File: config.mk
export PLATFORM = sky130hd
export DESIGN_NAME = zedboard_led_top_flat
export DESIGN_NICKNAME = d
export VERILOG_FILES = /design/src/rtl/zedboard_led_pkg.sv /design/src/rtl/zedboard_led_if.sv /design/src/rtl/zedboard_led_top_tick_gen.sv /design/src/rtl/zedboard_led_top.sv /design/src/flat_wrapper.sv
export SDC_FILE = /design/constraint.sdc
export NUM_CORES = 1
export LEC_CHECK = 0
export BUFFER_PORTS_ARGS = -buffer_cell sky130_fd_sc_hd__buf_2
export CAP_MARGIN = 15
export CORE_MARGIN = 4
export CORE_UTILIZATION = 55
export CTS_BUF_LIST = sky130_fd_sc_hd__clkbuf_4
export DETAILED_ROUTE_END_ITERATION = 8
export GPL_TIMING_DRIVEN = 0
export PLACE_DENSITY_LB_ADDON = 0.3
export SYNTH_ARGS = -nofsm -noshare
export SYNTH_HDL_FRONTEND = slang
export SYNTH_HIERARCHICAL = 1
export SYNTH_SLANG_ARGS = --single-unit
File: constraint.sdc
create_clock -name clk -period 4.61 [get_ports clk]
set_input_delay 0.922 -clock clk [delete_from_list [all_inputs] [get_ports clk]]
set_output_delay 0.922 -clock clk [all_outputs]
set_load 0.03 [all_outputs]
File: src/rtl/zedboard_led_pkg.sv
// zedboard_led_pkg: shared mode, direction and entry-value definitions for the LED sequencer
package zedboard_led_pkg;
  typedef enum logic [1:0] {COUNT = 2'd0, WALK = 2'd1, BOUNCE = 2'd2} mode_t;
  localparam logic LEFT = 1'b0;
  localparam logic RIGHT = 1'b1;
  localparam logic [7:0] COUNT_ENTRY = 8'h00;
  localparam logic [7:0] WALK_ENTRY = 8'h01;
  localparam logic [7:0] BOUNCE_ENTRY = 8'h01;
  function automatic mode_t next_mode(mode_t m);
    return m == COUNT ? WALK : m == WALK ? BOUNCE : COUNT;
  endfunction
  function automatic logic [7:0] entry_value(mode_t m);
    return m == COUNT ? COUNT_ENTRY : m == WALK ? WALK_ENTRY : BOUNCE_ENTRY;
  endfunction
endpackage

File: src/rtl/zedboard_led_if.sv
// zedboard_led_if: LED drive bundle between the sequencer and the board pins
interface zedboard_led_if;
  logic [7:0] led;
  modport master (output led);
  modport slave (input led);
endinterface

File: src/rtl/zedboard_led_top_tick_gen.sv
// tick_gen: prescaler emitting a one-cycle tick every DIV clocks
module tick_gen #(
  parameter int DIV = 625000
) (
  input  logic clk,
  input  logic rst,
  output logic tick
);
  localparam int W = $clog2(DIV);
  logic [W-1:0] cnt = '0;
  assign tick = cnt == W'(DIV - 1);
  // count 0..DIV-1 and wrap; reset restarts the period
  always_ff @(posedge clk)
    cnt <= (rst || tick) ? '0 : cnt + 1'b1;
endmodule

File: src/rtl/zedboard_led_top.sv
// zedboard_led_top: self-running counter/walk/bounce LED sequence for board bring-up
module zedboard_led_top
  import zedboard_led_pkg::*;
#(
  parameter int DIV = 625000,
  parameter int STEPS_PER_MODE = 16
) (
  input  logic clk,
  input  logic rst,
  zedboard_led_if.master bus
);
  localparam int SW = STEPS_PER_MODE > 1 ? $clog2(STEPS_PER_MODE) : 1;
  logic tick;
  logic last;
  mode_t mode = COUNT;
  logic dir = LEFT;
  logic [SW-1:0] step_idx = '0;
  logic [7:0] led_q = COUNT_ENTRY;
  logic [7:0] step_val;
  logic step_dir;
  tick_gen #(.DIV(DIV)) u_tick (.clk(clk), .rst(rst), .tick(tick));
  assign last = step_idx == SW'(STEPS_PER_MODE - 1);
  assign bus.led = led_q;
  // next pattern value within the current mode; bounce turns around at the ends
  always_comb begin
    step_val = mode == COUNT ? led_q + 8'd1 :
               mode == WALK ? {led_q[6:0], led_q[7]} :
               dir == LEFT ? led_q << 1 : led_q >> 1;
    step_dir = mode != BOUNCE ? dir :
               step_val == 8'h80 ? RIGHT :
               step_val == 8'h01 ? LEFT : dir;
  end
  // advance the pattern on each tick, switching mode after STEPS_PER_MODE ticks
  always_ff @(posedge clk)
    if (rst) begin
      mode <= COUNT;
      dir <= LEFT;
      step_idx <= '0;
      led_q <= COUNT_ENTRY;
    end else if (tick) begin
      if (last) begin
        step_idx <= '0;
        mode <= next_mode(mode);
        led_q <= entry_value(next_mode(mode));
        dir <= LEFT;
      end else begin
        step_idx <= step_idx + 1'b1;
        led_q <= step_val;
        dir <= step_dir;
      end
    end
endmodule

File: src/flat_wrapper.sv
// flat-port wrapper written by rule: the top's interface ports become plain ports
module zedboard_led_top_flat import zedboard_led_pkg::*;
#(
  parameter int DIV = 625000,
  parameter int STEPS_PER_MODE = 16
)
  (clk, rst, bus_led);
  zedboard_led_if bus_i ();
  input  logic clk;
  input  logic rst;
  output wire logic [$bits(bus_i.led)-1:0] bus_led;
  assign bus_led = bus_i.led;
  zedboard_led_top #(.DIV(DIV), .STEPS_PER_MODE(STEPS_PER_MODE)) u_core (.clk(clk), .rst(rst), .bus(bus_i));
endmodule
==> flow_metrics.env, run 1 <==
export IMPL_antenna_left=0
export IMPL_port_buffers=9
export IMPL_skew_ps=12.5
export IMPL_async_flop_share_pct=0
export IMPL_yosys_top_cells_count="nor2_1 (36), dfxtp_1 (35), nand2_1 (22)"
export IMPL_critPathKind="reg -> reg"
export IMPL_rsz0062_at_grt="no"
export IMPL_avgRoutedWirePerCell_um=13.1
export IMPL_clkPwrFrac_pct=33.9
export IMPL_fmax_mhz=375
export IMPL_synth_edf_count=0
export IMPL_area_growth_syn_to_layout_pct=7.86
export IMPL_drive_gt1_share_pct=14.6
export IMPL_timing_rr_start="u_core/u_tick/cnt[0]"
export IMPL_cts_tree="yes"
export IMPL_comb_power_share_pct=2.8
export IMPL_grt_max_degree=11
export IMPL_insertion_delay_ps=350
export IMPL_grt_pass1_vias=1453
export IMPL_yosysMostFrequentCell="nor2_1"
export IMPL_initial_core_util_pct=58.2
export IMPL_pwr_share_seq_pct=63.3
export IMPL_dp_cells=291
export IMPL_p_sw_share_pct=23.4
export IMPL_synthCells=236
export IMPL_drv_slew=0
export IMPL_critPathLaunch="u_core/u_tick/cnt[0]"
export IMPL_min_delay_start="u_core/step_idx[3]"
export IMPL_fin_crit_sh_pct=57.8
export IMPL_antenna_cells=0
export IMPL_clkTransAtPathRegs_ps=100
export IMPL_cts_hold_buf=0
export IMPL_met3WireLength_um=198
export IMPL_crit_path_max_fanout=10
export IMPL_start_kind="flip-flop"
export IMPL_dp_hpwl_um=2810
export IMPL_nets=258
export IMPL_synth_top_cell_by_area="dfxtp_1"
export IMPL_top_layer="met4"
export IMPL_die_area_um2=4610
export IMPL_synthTopCellsByArea="dfxtp_1 (36%), nor2_1 (6.8%), xnor2_1 (4.9%), nand2_1 (4.2%), a21oi_1 (4.1%)"
export IMPL_die_y_um=67.9
export IMPL_drt_total_wl_um=3920
export IMPL_antenna_found_initial=0
export IMPL_viasPerCell=5.66
export IMPL_yosysWarnings=6
export IMPL_period_needed_ps=2660
export IMPL_cp_arrival_ps=2890
export IMPL_syn_nets=242
export IMPL_wl_met1_um=2020
export IMPL_cts_resized=0
export IMPL_grt_first_pass_wirelength_um=6840
export IMPL_ir_drop_v=0.000166
export IMPL_hold_viol=0
export IMPL_rows=21
export IMPL_drc=0
export IMPL_cts_inserted_buffers=5
export IMPL_synth_ff_type="dfxtp_1"
export IMPL_min_path_type="reg -> reg"
export IMPL_core_um2=3390
export IMPL_setup_worst_path_end_class="flip-flop"
export IMPL_dr_wl_met2_um=1640
export IMPL_ios=10
export IMPL_netlist_area_um2=1970
export IMPL_p_sw_uw=114
export IMPL_fin_cells=299
export IMPL_tightest_slew_ps=666
export IMPL_syn_area_per_cell_um2=8.36
export IMPL_power_density_nw_per_um2=228
export IMPL_clock_sinks=35
export IMPL_drt_first_pass_iters=4
export IMPL_drtIter0Drc=128
export IMPL_place_congestion=0.865
export IMPL_synth_seq_cells=35
export IMPL_crit_required_ps=4830
export IMPL_clk_path_buf_depth=2
export IMPL_grt_ovfl_total=0
export IMPL_grt_usage_pct=19.7
export IMPL_drv_max_cap_violation_count=0
export IMPL_synth_cell_types=57
export IMPL_vias=1692
export IMPL_htreeDepth=2
export IMPL_post_cts_setup_buffer_count=0
export IMPL_setup_violations=0
export IMPL_p_leak_uw=0.000797
export IMPL_relSlewSlack_pct=55.4
export IMPL_intPower_uw=372
export IMPL_outcome="complete, no violations"
export IMPL_synth_top_area_share_pct=35.5
export IMPL_clock_tree_root_cell="clkbuf_4"
export IMPL_fin_setup_tns_ps=0
export IMPL_die_w_um=67.9
export IMPL_seq_area_frac_synth_pct=35.5
sequential cells by signal, summed over array words and instances, names as in the netlist:
signal,flops
u_core/u_tick/cnt,20
u_core/bus.led,8
u_core/step_idx,4
u_core/mode,2
u_core/dir,1
power groups by stage:
stage	clock network [uW]	logic (uW)	registers, uW
global placement	0	13.4	315
floorplan	0	9.97	314
global route	183	15.9	308
finish	165	13.5	308
detailed placement	0	13.8	315
CTS	172	13.8	308
routing by layer:
| layer | up-vias | global-route usage (%) |
|---|---|---|
| li1 | 877 | - |
| met1 | 766 | 28.5 |
| met2 | 42 | 27.8 |
| met3 | 7 | 4.93 |
| met4 | 0 | 7.69 |
| met5 | - | 0 |
final timing paths:
check                                           to  slack, ps  cells after the start
worst max-delay path            u_core/step_idx[0]       1950                      7
worst min-delay path            u_core/step_idx[3]        510                      2
worst max register to register  u_core/step_idx[0]       1950                      7
worst min register to register  u_core/step_idx[3]        510                      2
critical path, stage by stage (launching register included):
cell	delay, ps
dfxtp_1	430
ha_1	220
or3b_4	400
nor4_1	350
clkbuf_1	400
buf_1	450
mux2i_1	240
nor2_1	50
placed cells by master, fill, tap and decap left out, drive strengths merged, types with 3 or more instances in the layout:
master	instances
inv	5
or3	3
o21ai	6
a21oi	17
nand2	22
dfxtp	35
nand4	9
xnor2	11
nor2	36
nor4	6
ha	4
nor2b	7
buf	15
nand3	15
and3	5
xor2	8
mux2i	3
and4	3
a221oi	3
clkbuf	10
cell families (layout without fill, tap and decap cells):
kind of cell / after synthesis / after routing / synth area share, %
DFF: 35 / 35 / 35.5
adders and majority gates: 4 / 4 / 2.54
xor gates and xnor gates: 19 / 19 / 8.43
buffers and inverters: 15 / 32 / 4.31
and+or+nand+nor: 119 / 119 / 32.4
AOI/OAI and AO/OA: 41 / 41 / 15.3
muxes: 3 / 3 / 1.52
per-stage QoR:
step	power, uW	utilization (%)	cell area, um^2	setup WS (ps)	hold WS, ps
floorplan	324	-	1970	2380	456
global placement	328	61.2	2080	1980	483
detailed placement	328	61.2	2080	1950	492
CTS	494	62.8	2130	1940	509
global route	507	62.8	2130	1670	546
finish	486	62.8	2130	1950	509
area by class of cell:
| cell class | instances | area [um^2] |
|---|---|---|
| timing repair buffer | 9 | 45.0 |
| fill | 299 | 1260 |
| sequential | 35 | 701 |
| multi-input combinational | 186 | 1190 |
| buffer | 10 | 66.3 |
| inverter | 5 | 18.8 |
| clock buffer | 6 | 45.0 |
| clock inverter | 2 | 7.51 |
| tap | 46 | 57.6 |
Power figures use the tool's default switching activity.
==> run 2, diff against run 1 <==
--- a/config.mk
+++ b/config.mk
@@ -5,6 +5,7 @@
 export SDC_FILE = /design/constraint.sdc
 export NUM_CORES = 1
 export LEC_CHECK = 0
+export ABC_AREA = 1
 export BUFFER_PORTS_ARGS = -buffer_cell sky130_fd_sc_hd__buf_2
 export CAP_MARGIN = 15
 export CORE_MARGIN = 4
==> constraint.sdc (replaced) <==
create_clock -name clk -period 2.7 [get_ports clk]
set_input_delay 0.54 -clock clk [delete_from_list [all_inputs] [get_ports clk]]
set_output_delay 0.54 -clock clk [all_outputs]
set_load 0.03 [all_outputs]
==> flow_metrics.env, run 2 <==
export IMPL_synth_seq_cells=35
export IMPL_layout_common_cells="nand2_1 (81), nor2_1 (35), dfxtp_1 (35), inv_1 (27), nand3_1 (27)"
export IMPL_clkPwrFrac_pct=33.0
export IMPL_core_um2=3690
export IMPL_power_uw=825
export IMPL_rsz0062_at_grt="no"
export IMPL_setup_worst_path_end_class="flip-flop"
export IMPL_dp_hpwl_um=3310
export IMPL_crit_path_max_fanout=8
export IMPL_drv_slew=0
export IMPL_drtIter0Drc=149
export IMPL_area_growth_syn_to_layout_pct=7.71
export IMPL_grt_ovfl_total=0
export IMPL_outcome="complete, no violations"
export IMPL_drt_total_wl_um=4350
export IMPL_vias=2022
export IMPL_clkTransAtPathRegs_ps=110
export IMPL_grt_first_pass_wirelength_um=7800
export IMPL_place_congestion=0.875
export IMPL_fin_setup_tns_ps=0
export IMPL_final_common_cell="nand2_1"
export IMPL_antenna_left=0
export IMPL_grt_max_degree=11
export IMPL_fin_crit_sh_pct=79.9
export IMPL_synthTopCellsByArea="dfxtp_1 (33%), nand2_1 (14%), nand3_1 (6.4%), nor2_1 (6.2%), a21oi_1 (5.4%)"
export IMPL_stdcell_area_um2=2290
export IMPL_timing_rr_start="u_core/u_tick/cnt[0]"
export IMPL_dp_slack_ps=298
export IMPL_relSlewSlack_pct=63.4
export IMPL_drt_first_pass_iters=4
export IMPL_setup_violations=0
export IMPL_cts_inserted_buffers=5
export IMPL_rows=22
export IMPL_antenna_found_initial=0
export IMPL_nets=338
export IMPL_drv_max_cap_violation_count=0
export IMPL_pwr_share_seq_pct=63.6
export IMPL_postLayoutCoreUtil_pct=62.1
export IMPL_synth_ff_type="dfxtp_1"
export IMPL_ir_drop_v=0.000337
export IMPL_min_path_cells=2
export IMPL_fillers=357
export IMPL_synth_edf_count=0
export IMPL_die_w_um=70.2
export IMPL_r2r_slack_ps=540
export IMPL_grt_pass1_vias=1832
export IMPL_p_sw_uw=188
export IMPL_synth_cell_types=33
export IMPL_largest_reg_flops=20
export IMPL_async_flop_share_pct=0
export IMPL_period_needed_ps=2160
export IMPL_netlist_area_um2=2130
export IMPL_post_cts_setup_buffer_count=0
export IMPL_top_register="u_core/u_tick/cnt"
export IMPL_clock_sinks=35
export IMPL_critPathKind="reg -> reg"
export IMPL_synthCells=316
export IMPL_grt_usage_pct=19.2
export IMPL_comb_power_share_pct=3.4
export IMPL_p_sw_share_pct=22.8
export IMPL_skew_ps=9.40
export IMPL_yosysMostFrequentCell="nand2_1"
export IMPL_hold_viol=0
export IMPL_drive_gt1_share_pct=17.1
export IMPL_crit_required_ps=2990
export IMPL_start_kind="flip-flop"
export IMPL_syn_nets=322
export IMPL_setup_slack_ps=542
export IMPL_hold_end="u_core/step_idx[1]"
export IMPL_yosysWarnings=6
export IMPL_p_leak_uw=0.000801
export IMPL_min_path_type="reg -> reg"
export IMPL_yosys_top_cells_count="nand2_1 (81), dfxtp_1 (35), nor2_1 (35)"
export IMPL_min_delay_start="u_core/step_idx[1]"
export IMPL_antenna_cells=0
export IMPL_viasPerCell=5.31
export IMPL_htreeDepth=2
export IMPL_initial_core_util_pct=57.6
export IMPL_synth_top_area_share_pct=33.0
export IMPL_clk_path_buf_depth=2
export IMPL_power_density_nw_per_um2=360
export IMPL_drc=0
export IMPL_reg2reg_depth=8
export IMPL_synth_top_cell_by_area="dfxtp_1"
export IMPL_cp_arrival_ps=2440
export IMPL_die_area_um2=4920
export IMPL_port_buffers=9
export IMPL_avgRoutedWirePerCell_um=11.4
export IMPL_die_y_um=70.2
export IMPL_insertion_delay_ps=340
export IMPL_intPower_uw=637
export IMPL_clock_tree_root_cell="clkbuf_4"
export IMPL_fmax_mhz=463
export IMPL_r2r_end="u_core/dir"
export IMPL_syn_area_per_cell_um2=6.73
export IMPL_seq_area_frac_synth_pct=33.0
export IMPL_cts_tree="yes"
export IMPL_tightest_slew_ps=547
export IMPL_ios=10
export IMPL_place_area_um2=2230
-- run 2: changes by cell type in the layout (fill, tap and decap cells not counted), moves of 8 or more --
cell,change
nand2_1,+59
nor2_2,+17
nand3_1,+12
inv_1,+22
xnor2_1,-8
-- run 2: layout make-up --
class / count / area (um^2) / area share, %
Multi-Input combinational cell: 245 / 1280 / 55.8
Sequential cell: 35 / 701 / 30.6
Clock inverter: 2 / 7.51 / 0.328
Buffer: 4 / 32.5 / 1.42
Tap cell: 48 / 60.1 / 2.62
Timing Repair Buffer: 9 / 45.0 / 1.97
Inverter: 32 / 120 / 5.25
Clock buffer: 6 / 45.0 / 1.97
-- run 2: metal layers --
layer	part of all wire (%)	routed length, um	GRT usage [%]	up-vias
met5	0	0	0	-
met4	2.7	118	9.79	0
met3	4.1	178	4.03	12
met2	48	2070	31.6	48
met1	46	1990	23.4	905
li1	-	-	-	1057
-- run 2: through the flow --
step                      hold slack [ps]  instances
after floorplan                       452        316
after global placement                471        373
after detailed placement              475        373
after CTS                             492        381
after global routing                  520        381
final                                 487        381
-- run 2: cell families (layout without fill, tap and decap cells) --
kind of cell	Yosys count	after routing	share of synthesized area, %
DFF	35	35	33.0
buffers and inverters	36	53	7.18
xor gates and xnor gates	9	9	3.71
adders and majority gates	4	4	2.35
and+or+nand+nor	191	191	42.8
AOI/OAI and AO/OA	41	41	11.0
-- run 2: worst max path at each step --
stage                      end  slack [ps]                 start  cells after the start
global placement    u_core/dir         260  u_core/u_tick/cnt[0]                      8
finish              u_core/dir         540  u_core/u_tick/cnt[0]                      8
CTS                 u_core/dir         260  u_core/u_tick/cnt[0]                      8
global route        u_core/dir         330  u_core/u_tick/cnt[0]                      8
floorplan           u_core/dir         690  u_core/u_tick/cnt[0]                      8
detailed placement  u_core/dir         300  u_core/u_tick/cnt[0]                      8
-- run 2: worst max-delay path: stages (launching register included) --
cell     delay [ps]
dfxtp_1         420
ha_1            240
nand2_1         100
nor4b_2         550
inv_1           110
nor2_1          370
or2_2           190
a21oi_1          30
nor2_1           90
-- run 2: repair_timing --
action | 4_1_cts | 5_1_grt
resized for setup | 0 | 1
endpoints found under the setup margin | 0 | 1
hold buffers | 0 | 0
-- run 2: power groups by stage --
| stage | Sequential [uW] | Clock [uW] | Combinational, uW |
|---|---|---|---|
| 6_report | 524 | 272 | 28.3 |
| 3_5_place_dp | 536 | 0 | 28.6 |
| 5_1_grt | 525 | 311 | 31.4 |
| 4_1_cts | 524 | 284 | 28.8 |
| 2_1_floorplan | 535 | 0 | 22.7 |
| 3_3_place_gp | 536 | 0 | 28.4 |
==> run 3, diff against run 2 <==
==> constraint.sdc (replaced) <==
create_clock -name clk -period 1.8 [get_ports clk]
set_input_delay 0.36 -clock clk [delete_from_list [all_inputs] [get_ports clk]]
set_output_delay 0.36 -clock clk [all_outputs]
set_load 0.03 [all_outputs]
==> flow_metrics.env, run 3 (synthesis results as in run 2) <==
export IMPL_outcome="complete, no violations"
export IMPL_cts_hold_buf=0
export IMPL_drv_slew=0
export IMPL_r2r_slack_ps=60
export IMPL_power_uw=1550
export IMPL_drt_first_pass_iters=4
export IMPL_final_common_cell="nand2_1"
export IMPL_top_register="u_core/u_tick/cnt"
export IMPL_clkTransAtPathRegs_ps=120
export IMPL_core_um2=3690
export IMPL_insertion_delay_ps=340
export IMPL_comb_power_share_pct=3.1
export IMPL_antenna_left=0
export IMPL_antenna_found_initial=0
export IMPL_htreeDepth=2
export IMPL_intPower_uw=1230
export IMPL_setup_violations=0
export IMPL_drt_total_wl_um=4690
export IMPL_fmax_mhz=575
export IMPL_r2r_end="u_core/bus.led[2]"
export IMPL_die_y_um=70.2
export IMPL_power_density_nw_per_um2=621
export IMPL_clock_sinks=35
export IMPL_hold_viol=0
export IMPL_nets=347
export IMPL_crit_required_ps=2080
export IMPL_dp_hpwl_um=3330
export IMPL_largest_reg_flops=20
export IMPL_viasPerCell=5.21
export IMPL_fin_crit_sh_pct=96.7
export IMPL_dp_cells=373
export IMPL_p_sw_share_pct=20.7
export IMPL_port_buffers=9
export IMPL_timing_rr_start="u_core/u_tick/cnt[14]"
export IMPL_setup_slack_ps=60.0
export IMPL_grt_usage_pct=19.3
export IMPL_holdWs_ps=329
export IMPL_avgRoutedWirePerCell_um=12.0
export IMPL_min_path_type="in -> reg"
export IMPL_p_leak_uw=0.000891
export IMPL_pwr_share_seq_pct=50.7
export IMPL_fin_setup_tns_ps=0
export IMPL_reg2reg_depth=9
export IMPL_cts_tree="yes"
export IMPL_antenna_cells=0
export IMPL_crit_end="u_core/bus.led[2]"
export IMPL_relSlewSlack_pct=65.2
export IMPL_vias=2030
export IMPL_grt_max_degree=13
export IMPL_p_sw_uw=320
export IMPL_tightest_slew_ps=521
export IMPL_drive_gt1_share_pct=27.2
export IMPL_critPathLaunch="u_core/u_tick/cnt[14]"
export IMPL_ios=10
export IMPL_clk_path_buf_depth=2
export IMPL_clkPwrFrac_pct=46.2
export IMPL_crit_path_max_fanout=9
export IMPL_die_area_um2=4920
export IMPL_skew_ps=12.6
export IMPL_dp_slack_ps=-408
export IMPL_drtIter0Drc=142
export IMPL_setup_worst_path_end_class="flip-flop"
export IMPL_fin_cells=390
export IMPL_layout_common_cells="nand2_1 (80), nor2_1 (33), inv_1 (27), nand3_1 (25), a21oi_1 (23)"
export IMPL_cts_inserted_buffers=5
export IMPL_rows=22
export IMPL_grt_pass1_vias=1775
export IMPL_place_congestion=0.920
export IMPL_clock_tree_root_cell="clkbuf_4"
export IMPL_ir_drop_v=0.000541
export IMPL_critPathKind="reg -> reg"
export IMPL_cp_arrival_ps=2020
export IMPL_period_needed_ps=1740
export IMPL_drc=0
export IMPL_grt_ovfl_total=0
export IMPL_drv_max_cap_violation_count=0
export IMPL_initial_core_util_pct=57.6
export IMPL_die_w_um=70.2
export IMPL_start_kind="flip-flop"
export IMPL_grt_first_pass_wirelength_um=7900
export IMPL_area_growth_syn_to_layout_pct=17.4
[run 3: changes by cell type in the layout (fill, tap and decap cells not counted), sizes merged]
cell	before	now
clkinv	3	0
clkinvlp	0	2
clkbuf	9	8
buf	10	19
bufinv	0	2
[run 3: repair_timing]
action | 4_1_cts | 5_1_grt
endpoints found under the setup margin | 15 | 6
setup buffers | 2 | 7
pin swaps | 1 | 6
gates resized for setup | 5 | 25
cloned | 0 | 0
[run 3: how the worst min path moves through the flow]
stage                  startpoint               endpoint  slack [ps]  cells after the start
6_report                      rst  u_core/u_tick/cnt[17]         330                      4
5_1_grt                       rst  u_core/u_tick/cnt[17]         330                      4
4_1_cts                       rst  u_core/u_tick/cnt[17]         310                      4
3_5_place_dp   u_core/step_idx[1]     u_core/step_idx[1]         470                      2
3_3_place_gp   u_core/step_idx[1]     u_core/step_idx[1]         460                      2
2_1_floorplan  u_core/step_idx[1]     u_core/step_idx[1]         450                      2
[run 3: power by group through the flow]
| stage | registers [uW] | logic (uW) | clock network [uW] |
|---|---|---|---|
| floorplan | 803 | 34.2 | 0 |
| global placement | 804 | 42.7 | 0 |
| detailed placement | 804 | 43.0 | 0 |
| CTS | 787 | 43.6 | 727 |
| global route | 786 | 53.6 | 762 |
| finish | 785 | 47.6 | 715 |
[run 3: per-stage QoR]
step                utilization (%)  cell area (um^2)
detailed placement             60.7              2240
CTS                            64.3              2370
global route                   67.6              2490
global placement               60.7              2240
finish                         67.6              2490
floorplan                         -              2130
[run 3: worst max-delay path: stages, from the launching register on]
cell	delay, ps
dfxtp_1	370
nor2_1	120
nand2_1	80
nor2_2	130
nor4b_4	260
buf_4	200
nand2_1	80
clkinvlp_4	180
o21ai_0	120
a21oi_1	130
[run 3: layer usage]
metal	share of wire [%]	global-route usage (%)
met5	0	0
met1	49	27.7
met3	5.7	4.32
met4	0.94	4.26
met2	45	29.4
[run 3: cell type report]
class	count	area (um^2)
sequential	35	727
fill	323	1190
tap	48	60.1
multi-input combinational	245	1330
clock inverter	3	67.6
clock buffer	5	37.5
inverter	32	124
timing repair buffer	18	113
buffer	4	33.8
